==> config.mk <==
export PLATFORM = sky130hd
export DESIGN_NAME = cskip_seq_adder
export DESIGN_NICKNAME = d
export VERILOG_FILES = /design/src/rtl/cskip_seq_adder.sv
export SDC_FILE = /design/constraint.sdc
export NUM_CORES = 1
export LEC_CHECK = 0
export CORE_ASPECT_RATIO = 2
export CORE_MARGIN = 2
export CORE_UTILIZATION = 46
export DETAILED_ROUTE_END_ITERATION = 10
export GPL_TIMING_DRIVEN = 0
export PLACE_DENSITY = 0.79
export SLEW_MARGIN = 20
export SYNTH_ARGS = -nofsm -noshare
export SYNTH_HDL_FRONTEND = slang
export SYNTH_SLANG_ARGS = --single-unit
==> constraint.sdc <==
create_clock -name clk -period 2.6 [get_ports clk]
set_input_delay 0.52 -clock clk [delete_from_list [all_inputs] [get_ports clk]]
set_output_delay 0.52 -clock clk [all_outputs]
set_load 0.03 [all_outputs]
==> src/rtl/cskip_seq_adder.sv <==
`default_nettype none
// ============================================================================
// Module  : cskip_seq_adder
// Brief   : Wide adder built from one 4-bit carry-skip slice, one nibble per
//           cycle, LSB first, behind valid/ready handshakes. Optional macro
//           CSKIP_OVF_EN adds the signed-overflow output ovf.
// Revision: 1.0 - initial release
// ============================================================================
module cskip_seq_adder #(
    parameter int NIBBLES = 4
) (
    input  logic                   clk,
    input  logic                   rst_n,
    input  logic                   in_valid,
    output logic                   in_ready,
    input  logic [4*NIBBLES-1:0]   a,
    input  logic [4*NIBBLES-1:0]   b,
    input  logic                   cin,
    output logic                   out_valid,
    input  logic                   out_ready,
    output logic [4*NIBBLES-1:0]   sum,
    output logic                   cout,
    output logic [NIBBLES-1:0]     skip
`ifdef CSKIP_OVF_EN
    ,
    output logic                   ovf
`endif
);

    localparam int W     = 4 * NIBBLES;
    localparam int IDX_W = (NIBBLES > 1) ? $clog2(NIBBLES) : 1;
    localparam logic [IDX_W-1:0] c_LAST_IDX = IDX_W'(NIBBLES - 1);

    localparam logic [1:0] S_IDLE = 2'd0;
    localparam logic [1:0] S_RUN  = 2'd1;
    localparam logic [1:0] S_DONE = 2'd2;

    logic [1:0]       r_state;
    logic [W-1:0]     r_a;
    logic [W-1:0]     r_b;
    logic [W-1:0]     r_sum;
    logic [NIBBLES-1:0] r_skip;
    logic [IDX_W-1:0] r_idx;
    logic             r_carry;

    logic [3:0]       w_a_nib;
    logic [3:0]       w_b_nib;
    logic [3:0]       w_p;
    logic [3:0]       w_g;
    logic [4:0]       w_c;
    logic [3:0]       w_s;
    logic             w_grp_p;
    logic             w_carry_next;
    logic             w_accept;

    assign w_accept = in_valid && (r_state == S_IDLE);
    assign w_a_nib  = r_a[4*r_idx +: 4];
    assign w_b_nib  = r_b[4*r_idx +: 4];
    assign w_p      = w_a_nib ^ w_b_nib;
    assign w_g      = w_a_nib & w_b_nib;
    assign w_grp_p  = &w_p;

    always_comb begin
        w_c    = '0;
        w_s    = '0;
        w_c[0] = r_carry;
        for (int j = 0; j < 4; j++) begin
            w_s[j]   = w_p[j] ^ w_c[j];
            w_c[j+1] = w_g[j] | (w_p[j] & w_c[j]);
        end
    end

    // With full group propagate the incoming carry bypasses the ripple chain;
    // both paths yield the same value, only the skip flag differs.
    assign w_carry_next = w_grp_p ? r_carry : w_c[4];

    always_ff @(posedge clk or negedge rst_n) begin
        if (!rst_n) begin
            r_state <= S_IDLE;
            r_a     <= '0;
            r_b     <= '0;
            r_sum   <= '0;
            r_skip  <= '0;
            r_idx   <= '0;
            r_carry <= 1'b0;
        end else begin
            case (r_state)
                S_IDLE: begin
                    if (w_accept) begin
                        r_a     <= a;
                        r_b     <= b;
                        r_carry <= cin;
                        r_idx   <= '0;
                        r_sum   <= '0;
                        r_skip  <= '0;
                        r_state <= S_RUN;
                    end
                end
                S_RUN: begin
                    r_sum[4*r_idx +: 4] <= w_s;
                    r_skip[r_idx]       <= w_grp_p;
                    r_carry             <= w_carry_next;
                    if (r_idx == c_LAST_IDX) begin
                        r_state <= S_DONE;
                    end else begin
                        r_idx <= r_idx + 1'b1;
                    end
                end
                S_DONE: begin
                    if (out_ready) begin
                        r_state <= S_IDLE;
                    end
                end
                default: r_state <= S_IDLE;
            endcase
        end
    end

`ifdef CSKIP_OVF_EN
    logic r_ovf;

    // Top nibble: carry into the MSB is w_c[3], carry out of it is w_c[4].
    always_ff @(posedge clk or negedge rst_n) begin
        if (!rst_n) begin
            r_ovf <= 1'b0;
        end else if (w_accept) begin
            r_ovf <= 1'b0;
        end else if ((r_state == S_RUN) && (r_idx == c_LAST_IDX)) begin
            r_ovf <= w_c[3] ^ w_c[4];
        end
    end

    assign ovf = r_ovf;
`endif

    assign in_ready  = (r_state == S_IDLE);
    assign out_valid = (r_state == S_DONE);
    assign sum       = r_sum;
    assign cout      = r_carry;
    assign skip      = r_skip;

endmodule
`default_nettype wire

## Word level (Yosys, flattened, before mapping)

Cells that the tools add are included.

| cells by class | value |
|---|---|
| add/sub/neg operators | 2 |
| order comparisons | 2 |
| equal/unequal tests | 8 |
| shifts and indexed selects | 4 |
| mux-type cells | 18 |
| bitwise operators | 14 |
| reductions and logical operators | 10 |

Operators by type and width:

| cell | count |
|---|---|
| $neg 4->34 | 1 |
| $shift 4x34->16 const A | 1 |
| $shiftx 4x34->16 | 1 |
| $pmux 16 s2 | 1 |
| $shiftx 16x5->4 | 2 |
| $bwmux 16 | 1 |
| $mux 16 | 1 |
| $mux 2 | 5 |
| $reduce_and 3->1 | 3 |
| $pmux 4 s2 | 1 |
| $ne 2x2->1 const B | 3 |
| $pmux 2 s3 | 1 |
| $and 1x1->1 | 4 |
| $and 4x4->4 | 1 |
| $bwmux 4 | 1 |
| $eq 2x2->1 const B | 2 |
| $mux 4 | 1 |
| $ne 2x1->1 const B | 2 |
| $or 1x1->1 | 4 |
| $pmux 2 s2 | 1 |
| $reduce_and 2->1 | 2 |
| $reduce_and 4->1 | 1 |
| $xor 1x1->1 | 4 |
| $xor 4x4->4 | 1 |
| other kinds (10) | 13 |

| storage, ports and cells | value |
|---|---|
| flip-flop bits (word level) | 57 |
| bits of input ports | 37 |
| output and inout bits | 23 |
| word-level logic and storage cells | 65 |

## Depth between registers and ports, before layout

| depth | value |
|---|---|
| word-level depth | 12 |
| mapped depth | 10 |
| gate-level depth less buffers | 9 |

## Worst setup path before layout

OpenSTA, ideal clock, no wires.

| timing | value |
|---|---|
| kind | flip-flop to flip-flop |
| start point | register r_idx[0] |
| end point | register r_sum[11], in the netlist sum[11] |
| data arrival time | 2.681 ns |
| required time | 2.479 ns |
| slack | -0.202 ns |
| stages on the path, launching flop included | 10 |
| buffers on the path | 1 |
| period minus slack after synthesis | 2.802 ns |
| path through | dfrtp_1 -> buf_4 -> mux4_2 -> fa_1 -> inv_1 -> fa_1 -> fa_1 -> inv_1 -> fa_1 -> a22o_1 |

| between the ends | value |
|---|---|
| longest elaborated chain between the ends | 12 |

Ends and longest elaborated chain:

| element | line | RTL |
|---|---|---|
| start, declared | 43 | `logic [IDX_W-1:0] r_idx;` |
| start signal, assigned | 106 | `r_idx <= r_idx + 1'b1;` |
| $shiftx 16x5->4, on equally long branches | 57, 58 |  |
| $xor 4x4->4 | 59 | `assign w_p = w_a_nib ^ w_b_nib;` |
| $and 1x1->1 | 69 | `w_c[j+1] = w_g[j] \| (w_p[j] & w_c[j]);` |
| $or 1x1->1 | 69 |  |
| $and 1x1->1 | 69 |  |
| $or 1x1->1 | 69 |  |
| $and 1x1->1 | 69 |  |
| $or 1x1->1 | 69 |  |
| $xor 1x1->1 | 68 | `w_s[j] = w_p[j] ^ w_c[j];` |
| $shiftx 4x34->16 | 100 | `r_sum[4*r_idx +: 4] <= w_s;` |
| $bwmux 16 (*) | 100 |  |
| $pmux 16 s2 (*) | 87 | `case (r_state)` |
| end signal, assigned by index | 100 |  |
| end, declared | 41 | `logic [W-1:0] r_sum;` |

Mark *: on every way between the ends. The rest lies on a longest branch, timed or not.
A chain may end at the register's enable or synchronous reset.

## Final worst setup path

| timing | value |
|---|---|
| start point | register r_idx[0] |
| end point | register r_sum[15], in the netlist sum[15] |

Same word-level chain as after synthesis.

==> flow_metrics.py <==
metrics = {
    "global_routing": {
        "grt_overflow_total": 0,
        "track_usage": 0.219,
        "first_global_vias": 2277,
        "grt_max_degree": 58,
        "grt_pass1_wl_um": 10800,
        "antenna_found_initial": 0,
    },
    "floorplan": {
        "core_area_mm2": 0.00591,
        "die_w_um": 59.0,
        "initial_utilization": 0.471,
        "die_area_mm2": 0.00672,
        "die_y_um": 114,
        "num_io_pins": 60,
        "rows": 40,
    },
    "outcome": {
        "violations": "DRC, setup timing",
        "status": "complete, but fails checks",
    },
    "clocking": {
        "cts.htree.levels": 3,
        "cts.clk_slew.worst_paths_ns": 0.05,
        "cts_tree": "yes",
        "cts_made_buffers": 9,
        "clock_latency_ns": 0.33,
        "clock_sinks": 57,
        "root_buffer": "clkbuf_16",
        "cts_buffer_depth": 2,
    },
    "setup_path": {
        "rr_endpoint": "sum[15]",
        "crit_start": "r_idx[0]",
        "required_ns": 2.82,
        "worstSetupPathType": "flop to flop",
        "rr_worst_depth": 9,
        "reg2reg_from": "r_idx[0]",
        "cp.arrival_ns": 2.95,
        "crit_fanout": 6,
        "r2r_slack_ns": -0.13,
        "start_kind": "flop",
        "endpoint_kind": "flop",
        "crit_end": "sum[15]",
    },
    "timing": {
        "period_share": 1.05,
        "timing.final.ws_setup_ns": -0.133,
        "whs_ns": 0.240,
        "worst_slew_pin_slew_ns": 0.709,
        "finalMaxSlewViolations": 0,
        "min_period_ns": 2.73,
        "fmax_mhz": 366,
        "hold_viol": 0,
        "setup_viol": 4,
        "rsz0062_at_grt": "true",
        "max-slew-margin-rel": 0.527,
        "finClkSkew_ns": 0.00742,
    },
    "cells_and_area": {
        "final_common_cell": "nand2_1",
        "syn_to_final_growth_pct": 38.7,
        "fin_area_mm2": 0.00385,
        "final_cell_mix": "101 x nand2_1, 58 x clkdlybuf4s50_1, 56 x dfrtp_1",
        "multi_input_comb_area_mm2": 0.00124,
        "fin_util": 0.653,
        "nNetsFinal": 387,
        "num_antenna_cells": 0,
        "fill_cells": 456,
        "drive_gt1_frac": 0.162,
        "layout.area.seq_mm2": 0.00143,
    },
    "placement": {
        "port_buffers": 59,
        "place_ws_ns": -0.496,
        "placed_area_mm2": 0.00345,
        "place_congestion": 0.789,
        "dpl.hpwl_um": 4520,
    },
    "power": {
        "max-vdd-ir-drop_mv": 0.888,
        "p_leak_uw": 0.00184,
        "powerDensity_mw_per_mm2": 1500,
    },
    "logic_synthesis": {
        "syn_nets": 312,
        "ys_seq_elements": 57,
        "syn_inst": 260,
        "seq_area_frac_synth": 0.513,
        "synth_area_mm2": 0.00278,
        "ys_warn_count": 0,
        "synth_cell_types": 32,
        "avgSynthCellArea_um2": 10.7,
    },
    "detailed_routing": {
        "drtIter0Drc": 67,
        "vias": 2154,
        "wirelength_um": 6640,
        "via_per_inst": 5.34,
        "drc": 5,
        "firstDrtPassIters": 7,
        "wl_per_cell_um": 16.5,
        "ant_nets": 0,
    },
    "job": {
        "drv_cap": 0,
    },
    "min_path": {
        "min_path_type": "primary input to asynchronous set/reset pin",
    },
}
-- through the flow --
| stage | cells | TNS [ns] | power [uW] |
|---|---|---|---|
| after floorplan | 260 | -0.593 | 3390 |
| after global placement | 382 | -35.97 | 4180 |
| after detailed placement | 382 | -2.46 | 4290 |
| after CTS | 401 | -0.649 | 5770 |
| after global routing | 403 | -0.893 | 6150 |
| final | 403 | -0.521 | 5780 |
-- critical path: stages (launching register included) --
cell     delay (ns)
dfrtp_2        0.42
buf_12         0.14
mux4_2         0.38
fa_2           0.21
inv_2          0.04
fa_2           0.34
fa_2           0.35
inv_2          0.07
fa_2           0.47
a22o_1         0.21
-- state kept, by name (all words and copies together), names as in the netlist --
| register | cells |
|---|---|
| r_a | 16 |
| r_b | 16 |
| sum | 16 |
| skip | 4 |
| r_idx | 2 |
| r_state | 2 |
| cout | 1 |
-- Yosys cell counts --
cell type	count	area, um^2
a211oi_1	2	15.0
inv_2	1	3.75
a21o_1	3	22.5
inv_1	9	33.8
a22o_1	8	70.1
mux4_2	8	180
o21ai_1	5	25.0
and4_1	2	17.5
and3_1	1	6.26
and2b_1	1	7.51
nor2_1	4	15.0
buf_4	1	7.51
nand2b_1	3	18.8
nand2_1	101	379
or3b_1	1	8.76
nor3_2	1	10.0
a21oi_2	1	8.76
buf_2	4	20.0
fa_1	4	80.1
and4bb_1	1	12.5
nor3b_1	1	7.51
and3b_1	1	8.76
nand4_1	3	18.8
buf_6	5	56.3
nand3b_1	4	30.0
o2bb2ai_1	9	78.8
mux2_2	1	11.3
nand3_1	4	20.0
nor3b_4	2	37.5
ha_1	11	138
clkbuf_1	1	3.75
dfrtp_1	57	1430
-- how the worst min path moves through the flow --
stage	slack [ns]	startpoint	to	cells after the start
floorplan	0.22	rst_n	cout	0
global placement	0.45	r_a[9]	r_a[9]	2
detailed placement	0.46	r_a[8]	r_a[8]	2
CTS	0.27	rst_n	sum[12]	1
global route	0.30	rst_n	sum[12]	1
finish	0.24	rst_n	sum[12]	1
-- timing repair --
item | CTS | global route
setup buffers | 3 | 2
pin swaps | 1 | 1
resized for setup | 8 | 1
cloned | 0 | 0
endpoints found under the setup margin | 9 | 5
hold endpoints to repair | 0 | 0
hold buffers | 0 | 0
-- final cells by class --
class / instances / share of cell area
buffer: 11 / 0.0269
clock buffer: 12 / 0.0692
clock inverter: 4 / 0.0192
inverter: 10 / 0.00974
multi-input combinational: 182 / 0.322
sequential: 57 / 0.370
tap: 63 / 0.0205
timing repair buffer: 64 / 0.162
-- power breakdown --
group / leakage (uW) / internal, uW / switching, uW
combinational: 0.000942 / 1300 / 1620
sequential: 0.000734 / 1290 / 254
clock: 0.000169 / 915 / 405
total: 0.00184 / 3500 / 2280
-- routing by layer --
metal	track usage	vias to the layer above	share of wire
met3	0.0601	17	0.049
met5	0	-	0
met2	0.355	66	0.52
met1	0.265	1048	0.40
met4	0.102	0	0.025
li1	-	1023	-
-- logic make-up after synthesis --
| kind of cell | Yosys count | synth area share |
|---|---|---|
| mux | 9 | 0.0689 |
| buf+inv | 21 | 0.0450 |
| flops | 57 | 0.513 |
| fa+ha+maj | 15 | 0.0783 |
| compound gates | 28 | 0.0792 |
| simple gates | 130 | 0.215 |
Power figures use the tool's default switching activity.
